## config.mk

```make
export PLATFORM = sky130hd
export DESIGN_NAME = cga_bridge
export DESIGN_NICKNAME = d
export VERILOG_FILES = /design/src/rtl/cga_pkg.sv /design/src/rtl/cga_bridge_fifo.sv /design/src/rtl/cga_bridge.sv
export SDC_FILE = /design/constraint.sdc
export NUM_CORES = 1
export LEC_CHECK = 0
export ABC_AREA = 1
export CAP_MARGIN = 20
export CORE_ASPECT_RATIO = 0.9
export CORE_MARGIN = 3
export CORE_UTILIZATION = 45
export DETAILED_ROUTE_END_ITERATION = 7
export PLACE_DENSITY = 0.72
export RECOVER_POWER = 50
export SKIP_LAST_GASP = 1
export SYNTH_ARGS = -nofsm -noshare
export SYNTH_HDL_FRONTEND = slang
export SYNTH_SLANG_ARGS = --single-unit
export TNS_END_PERCENT = 50
```

## constraint.sdc

```tcl
create_clock -name clock -period 2.3 [get_ports clock]
set_input_delay 0.345 -clock clock [delete_from_list [all_inputs] [get_ports clock]]
set_output_delay 0.345 -clock clock [all_outputs]
set_load 0.005 [all_outputs]
```

## src/rtl/cga_pkg.sv

```systemverilog
// Shared widths, sizes and FSM state encoding for the CGA CPU-side memory bridge.
package cga_pkg;

  localparam int CGA_ADDR_W     = 13;
  localparam int CGA_DATA_W     = 8;
  localparam int CGA_TEXT_BYTES = 4000;
  localparam int CGA_FIFO_W     = CGA_ADDR_W + CGA_DATA_W;

  typedef enum logic [1:0] {
    IDLE   = 2'd0,
    RDWAIT = 2'd1,
    CLEAR  = 2'd2
  } cga_state_e;

endpackage

```

## src/rtl/cga_bridge_fifo.sv

```systemverilog
// Write-buffer FIFO for the CGA bridge: {address, data} entries, show-ahead read port.
module cga_bridge_fifo #(
  parameter int WIDTH = 21,
  parameter int DEPTH = 4
) (
  input  logic             clock,
  input  logic             reset_n,
  input  logic             push,
  input  logic [WIDTH-1:0] wdata,
  input  logic             pop,
  output logic [WIDTH-1:0] rdata,
  output logic             full,
  output logic             empty
);

  localparam int AW = $clog2(DEPTH);

  logic [WIDTH-1:0] store [DEPTH];
  logic [AW:0]      wr_ptr;
  logic [AW:0]      rd_ptr;

  // Pointers carry one extra wrap bit so full and empty are distinguishable.
  always_ff @(posedge clock or negedge reset_n) begin
    if (!reset_n) begin
      wr_ptr <= '0;
      rd_ptr <= '0;
    end else begin
      if (push) wr_ptr <= wr_ptr + (AW+1)'(1);
      if (pop)  rd_ptr <= rd_ptr + (AW+1)'(1);
    end
  end

  always_ff @(posedge clock) begin
    if (push) store[wr_ptr[AW-1:0]] <= wdata;
  end

  assign rdata = store[rd_ptr[AW-1:0]];
  assign empty = (wr_ptr == rd_ptr);
  assign full  = (wr_ptr[AW] != rd_ptr[AW]) && (wr_ptr[AW-1:0] == rd_ptr[AW-1:0]);

endmodule

```

## src/rtl/cga_bridge.sv

```systemverilog
// CPU-side controller for port B of the CGA text memory: buffered writes, fixed-latency reads,
// and an optional screen-fill engine enabled by the CGA_BRIDGE_CLEAR_EN macro.
module cga_bridge
  import cga_pkg::*;
#(
  parameter int FIFO_DEPTH  = 4,
  parameter int MEM_LATENCY = 2,
  parameter int CLEAR_BYTES = CGA_TEXT_BYTES
) (
  input  logic                  clock,
  input  logic                  reset_n,
  input  logic                  cpu_req,
  input  logic                  cpu_we,
  input  logic [CGA_ADDR_W-1:0] cpu_address,
  input  logic [CGA_DATA_W-1:0] cpu_wdata,
  output logic                  cpu_ready,
  output logic [CGA_DATA_W-1:0] cpu_rdata,
  output logic                  cpu_rvalid,
  input  logic                  clr_start,
  input  logic [CGA_DATA_W-1:0] clr_char,
  input  logic [CGA_DATA_W-1:0] clr_attr,
  output logic                  clr_busy,
  output logic [CGA_ADDR_W-1:0] mem_address,
  output logic [CGA_DATA_W-1:0] mem_data,
  output logic                  mem_wren,
  input  logic [CGA_DATA_W-1:0] mem_q,
  output cga_state_e            dbg_state
);

  localparam int LAT_W = (MEM_LATENCY > 1) ? $clog2(MEM_LATENCY) : 1;

  cga_state_e             state;
  logic                   run;
  logic [LAT_W-1:0]       rd_cnt;
  logic                   pending;
  logic                   wr_ok, rd_ok, push, pop, rd_take;
  logic                   fifo_full, fifo_empty;
  logic [CGA_FIFO_W-1:0]  fifo_head;

`ifdef CGA_BRIDGE_CLEAR_EN
  localparam int CNT_W = CGA_ADDR_W + 1;
  logic [CNT_W-1:0]      clr_cnt;
  logic [CGA_DATA_W-1:0] fill_char, fill_attr;
`else
  logic unused_clr;
  assign unused_clr = ^{clr_start, clr_char, clr_attr};
  assign pending    = 1'b0;
`endif

  // Handshake: a request transfers on a clock edge where cpu_req && cpu_ready; cpu_ready depends
  // combinationally on cpu_we and is never high while in reset or during the first cycle after it.
  assign wr_ok     = run && !fifo_full && (state != CLEAR) && !pending;
  assign rd_ok     = run && (state == IDLE) && fifo_empty && !mem_wren && !pending;
  assign cpu_ready = cpu_we ? wr_ok : rd_ok;
  assign push      = cpu_req && cpu_we && wr_ok;
  assign rd_take   = cpu_req && !cpu_we && rd_ok;
  assign pop       = (state == IDLE) && !fifo_empty;
  assign clr_busy  = pending;
  assign dbg_state = state;

  cga_bridge_fifo #(.WIDTH(CGA_FIFO_W), .DEPTH(FIFO_DEPTH)) u_fifo (
    .clock   (clock),
    .reset_n (reset_n),
    .push    (push),
    .wdata   ({cpu_address, cpu_wdata}),
    .pop     (pop),
    .rdata   (fifo_head),
    .full    (fifo_full),
    .empty   (fifo_empty)
  );

  always_ff @(posedge clock or negedge reset_n) begin
    if (!reset_n) begin
      state       <= IDLE;
      run         <= 1'b0;
      rd_cnt      <= '0;
      mem_address <= '0;
      mem_data    <= '0;
      mem_wren    <= 1'b0;
      cpu_rdata   <= '0;
      cpu_rvalid  <= 1'b0;
`ifdef CGA_BRIDGE_CLEAR_EN
      pending     <= 1'b0;
      clr_cnt     <= '0;
      fill_char   <= '0;
      fill_attr   <= '0;
`endif
    end else begin
      run        <= 1'b1;
      mem_wren   <= 1'b0;
      cpu_rvalid <= 1'b0;
`ifdef CGA_BRIDGE_CLEAR_EN
      if (clr_start && state != CLEAR) pending <= 1'b1;
`endif
      case (state)
        IDLE: begin
          if (rd_take) begin
            state       <= RDWAIT;
            mem_address <= cpu_address;
            rd_cnt      <= LAT_W'(MEM_LATENCY - 1);
          end else if (pop) begin
            mem_address <= fifo_head[CGA_FIFO_W-1:CGA_DATA_W];
            mem_data    <= fifo_head[CGA_DATA_W-1:0];
            mem_wren    <= 1'b1;
          end
`ifdef CGA_BRIDGE_CLEAR_EN
          else if (pending) begin
            // Byte 0 goes out on the entry edge so the fill runs exactly CLEAR_BYTES cycles.
            state       <= CLEAR;
            mem_address <= '0;
            mem_data    <= clr_char;
            mem_wren    <= 1'b1;
            clr_cnt     <= CNT_W'(1);
            fill_char   <= clr_char;
            fill_attr   <= clr_attr;
          end
`endif
        end
        RDWAIT: begin
          if (rd_cnt == '0) begin
            cpu_rdata  <= mem_q;
            cpu_rvalid <= 1'b1;
            state      <= IDLE;
          end else begin
            rd_cnt <= rd_cnt - LAT_W'(1);
          end
        end
`ifdef CGA_BRIDGE_CLEAR_EN
        CLEAR: begin
          if (clr_cnt == CNT_W'(CLEAR_BYTES)) begin
            state   <= IDLE;
            pending <= 1'b0;
          end else begin
            mem_address <= clr_cnt[CGA_ADDR_W-1:0];
            mem_data    <= clr_cnt[0] ? fill_attr : fill_char;
            mem_wren    <= 1'b1;
            clr_cnt     <= clr_cnt + CNT_W'(1);
          end
        end
`endif
        default: state <= IDLE;
      endcase
    end
  end

endmodule
```

==> results.py <==
metrics = {
    "outcome": {
        "outcome": "finished clean",
    },
    "yosys": {
        "yosys_most_used_dff": "edfxtp_1",
        "syn_area_per_cell_um2": 10.6,
        "synth_area_leaders": "edfxtp_1 49%, dfrtp_1 20%, nand2_1 12%",
        "syn_area_um2": 5110,
        "synth_edf_count": 84,
        "yosys_warnings": 0,
        "synth_top_area_share_pct": 49.3,
        "ys_async_sr_fraction_pct": 32.3,
        "synth_cell_types": 22,
        "syn_inst": 481,
        "synth.most_common_cell": "nand2_1",
        "synth_common_cells": "167 x nand2_1, 84 x edfxtp_1, 54 x nand3_1, 40 x dfrtp_1",
        "synth_top_cell_by_area": "edfxtp_1",
        "ys_ff_latch": 124,
        "ys_seq_area_share_pct": 68.9,
    },
    "grt": {
        "grt_pass1_wl_mm": 18.8,
        "grt_overflow": 0,
        "track_usage_pct": 19.2,
        "antenna_found_initial": 0,
        "grt_max_degree": 44,
        "first_global_vias": 3788,
    },
    "worst_setup_path": {
        "critPathRequiredTime_ns": 2.59,
        "worstPathArrival_ns": 2.33,
        "worst-path-max-fanout": 13,
        "rrSetupSlack_ns": 0.25,
        "r2r_end": "mem_address[12]$_DFFE_PN0P_",
        "path_class": "flip-flop to flip-flop",
        "cp-startpoint": "u_fifo.rd_ptr[1]$_DFFE_PN0P_",
        "startpoint_type": "flip-flop",
        "rr_startpoint": "u_fifo.rd_ptr[1]$_DFFE_PN0P_",
        "endpoint": "mem_address[12]$_DFFE_PN0P_",
        "end_kind": "flip-flop",
        "r2r_cells": 9,
    },
    "cells_and_area": {
        "syn_to_final_growth_pct": 29.5,
        "final_cells": 730,
        "drive_above_1_share_pct": 10.4,
        "antenna_cells": 0,
        "nNetsFinal": 620,
    },
    "die": {
        "dieArea_um2": 12700,
        "die_h_um": 107,
        "ioPinCount": 85,
        "core_area_um2": 10900,
        "start_util_pct": 46.7,
        "rows": 36,
        "die_x_um": 118,
    },
    "pwr": {
        "peakVddDrop_mv": 0.662,
        "powerDensity_nw_per_um2": 1330,
        "p_leak_nw": 2.80,
        "p_total_mw": 8.79,
    },
    "timing": {
        "final-hold-violation-count": 0,
        "timing.final.max_slew_violations": 0,
        "fin_crit_ns": 2.05,
        "maxSlewHeadroom_pct": 26.7,
        "final-setup-viol-count": 0,
        "rsz0062_at_grt": "false",
        "worst_pin_slew_ns": 1.10,
        "clock.fmax_ghz": 0.488,
        "fin_worst_skew_ns": 0.00735,
        "period_share_pct": 89.0,
        "setup_tns_ns": 0,
    },
    "clock_network": {
        "cts_tree": "done",
        "clockRootBuffer": "clkbuf_16",
        "clk_latency_ns": 0.40,
        "ctsLongestPathBuffers": 2,
        "clkTransAtPathRegs_ns": 0.06,
        "cts_buffers": 17,
        "clock_sinks": 124,
        "ctsHtreeMaxLevel": 4,
    },
    "route": {
        "drc": 0,
        "drt_first_pass_iters": 5,
        "vias_per_cell": 5.17,
        "wl_per_cell_um": 16.0,
        "drt.antenna.violating_nets": 0,
        "routed_wl_mm": 11.7,
        "dr_total_vias": 3774,
        "first_iter_violations": 241,
    },
    "job": {
        "drv_cap": 0,
    },
    "hold_path": {
        "hp-class": "primary input to async pin",
    },
    "placement": {
        "place.port_buffers": 65,
        "dp_cells": 689,
        "gp_congestion": 0.749,
        "hpwlAfterDp_mm": 6.91,
    },
}
critical path, stage by stage (launching register included):
cell and delay, ns:
dfrtp_1 0.44, buf_4 0.19, nand2_1 0.07, nand2_1 0.05, nor2_1 0.14, nand2_1 0.08
nand2_2 0.23, nand2_1 0.42, nand3_1 0.22, nand2_1 0.08
cells in the final DEF, fill, tap and decap left out, types with 2 or more instances in the layout:
cell type,instances
nand4_1,14
buf_12,4
clkdlybuf4s50_1,37
nor2_1,25
edfxtp_1,84
buf_4,20
clkbuf_16,17
o22ai_1,8
dfrtp_1,40
dlygate4sd3_1,26
inv_1,25
nand2_1,167
nand3_1,54
o21ai_0,18
inv_6,2
clkbuf_1,2
ha_1,5
clkinv_4,5
clkinv_2,3
o21ai_1,2
xor2_1,3
clkinv_1,2
inv_2,3
conb_1,3
worst min-delay path by stage:
stage / startpoint / endpoint / slack (ns) / cells after the start
6_report: reset_n / u_fifo.rd_ptr[2]$_DFFE_PN0P_ / 0.15 / 1
3_3_place_gp: cpu_rdata[5]$_DFFE_PN0P_ / cpu_rdata[5]$_DFFE_PN0P_ / 0.45 / 2
5_1_grt: reset_n / cpu_rdata[4]$_DFFE_PN0P_ / 0.21 / 1
2_1_floorplan: reset_n / cpu_rdata[0]$_DFFE_PN0P_ / 0.05 / 0
3_5_place_dp: cpu_rdata[6]$_DFFE_PN0P_ / cpu_rdata[6]$_DFFE_PN0P_ / 0.46 / 2
4_1_cts: reset_n / cpu_rdata[4]$_DFFE_PN0P_ / 0.12 / 1
stage by stage:
step	worst slack (ns)	hold WS, ns	utilization [%]	instance area [um2]
after floorplan	-0.0517	0.0494	-	5120
after global placement	0.332	0.453	54.8	6000
after detailed placement	0.268	0.459	54.8	6000
after CTS	0.00576	0.125	60.2	6590
after global routing	0.126	0.211	60.5	6620
final	0.253	0.149	60.5	6620
routing by layer:
| metal | track usage (%) | share of wire, % | vias up |
|---|---|---|---|
| li1 | - | - | 1785 |
| met1 | 23.8 | 42 | 1846 |
| met2 | 32.2 | 50 | 136 |
| met3 | 5.22 | 6.7 | 7 |
| met4 | 7.53 | 0.90 | 0 |
| met5 | 0 | 0 | - |
where the power goes:
part,internal (mW),switching [mW]
Sequential,2.85,0.252
Clock,1.48,0.954
Combinational,1.37,1.88
state kept, by name (all words and copies together) (netlist names):
signal and cells:
cpu_rdata 8, cpu_rvalid 1, dbg_state 1, mem_address 13, mem_data 8, mem_wren 1
rd_cnt 1, run 1, u_fifo.rd_ptr 3, u_fifo.store 84, u_fifo.wr_ptr 3
cell type report:
| class | count | area [um2] |
|---|---|---|
| multi-input combinational | 304 | 1370 |
| fill | 873 | 4320 |
| clock inverter | 14 | 121 |
| clock buffer | 18 | 429 |
| inverter | 28 | 105 |
| timing repair buffer | 90 | 882 |
| sequential | 124 | 3520 |
| tap | 152 | 190 |
logic make-up (layout without fill, tap and decap cells):
family	count (synthesis)	count (layout)	share of synthesized area (%)
compound gates	29	29	3.03
buf+inv	54	150	4.50
simple gates	262	262	21.3
fa+ha+maj	5	5	1.22
flops	124	124	68.9
xor+xnor	5	5	0.857
other cells	2	3	0.147
what timing repair did:
item                                    CTS  global route
endpoints found under the setup margin    1             1
gates cloned                              0             0
hold buffers                              0             0
setup buffers                             6             3
resized for setup                         2             3
endpoints found under the hold margin     0             0
No activity file was read; power rests on OpenSTA's default activity.
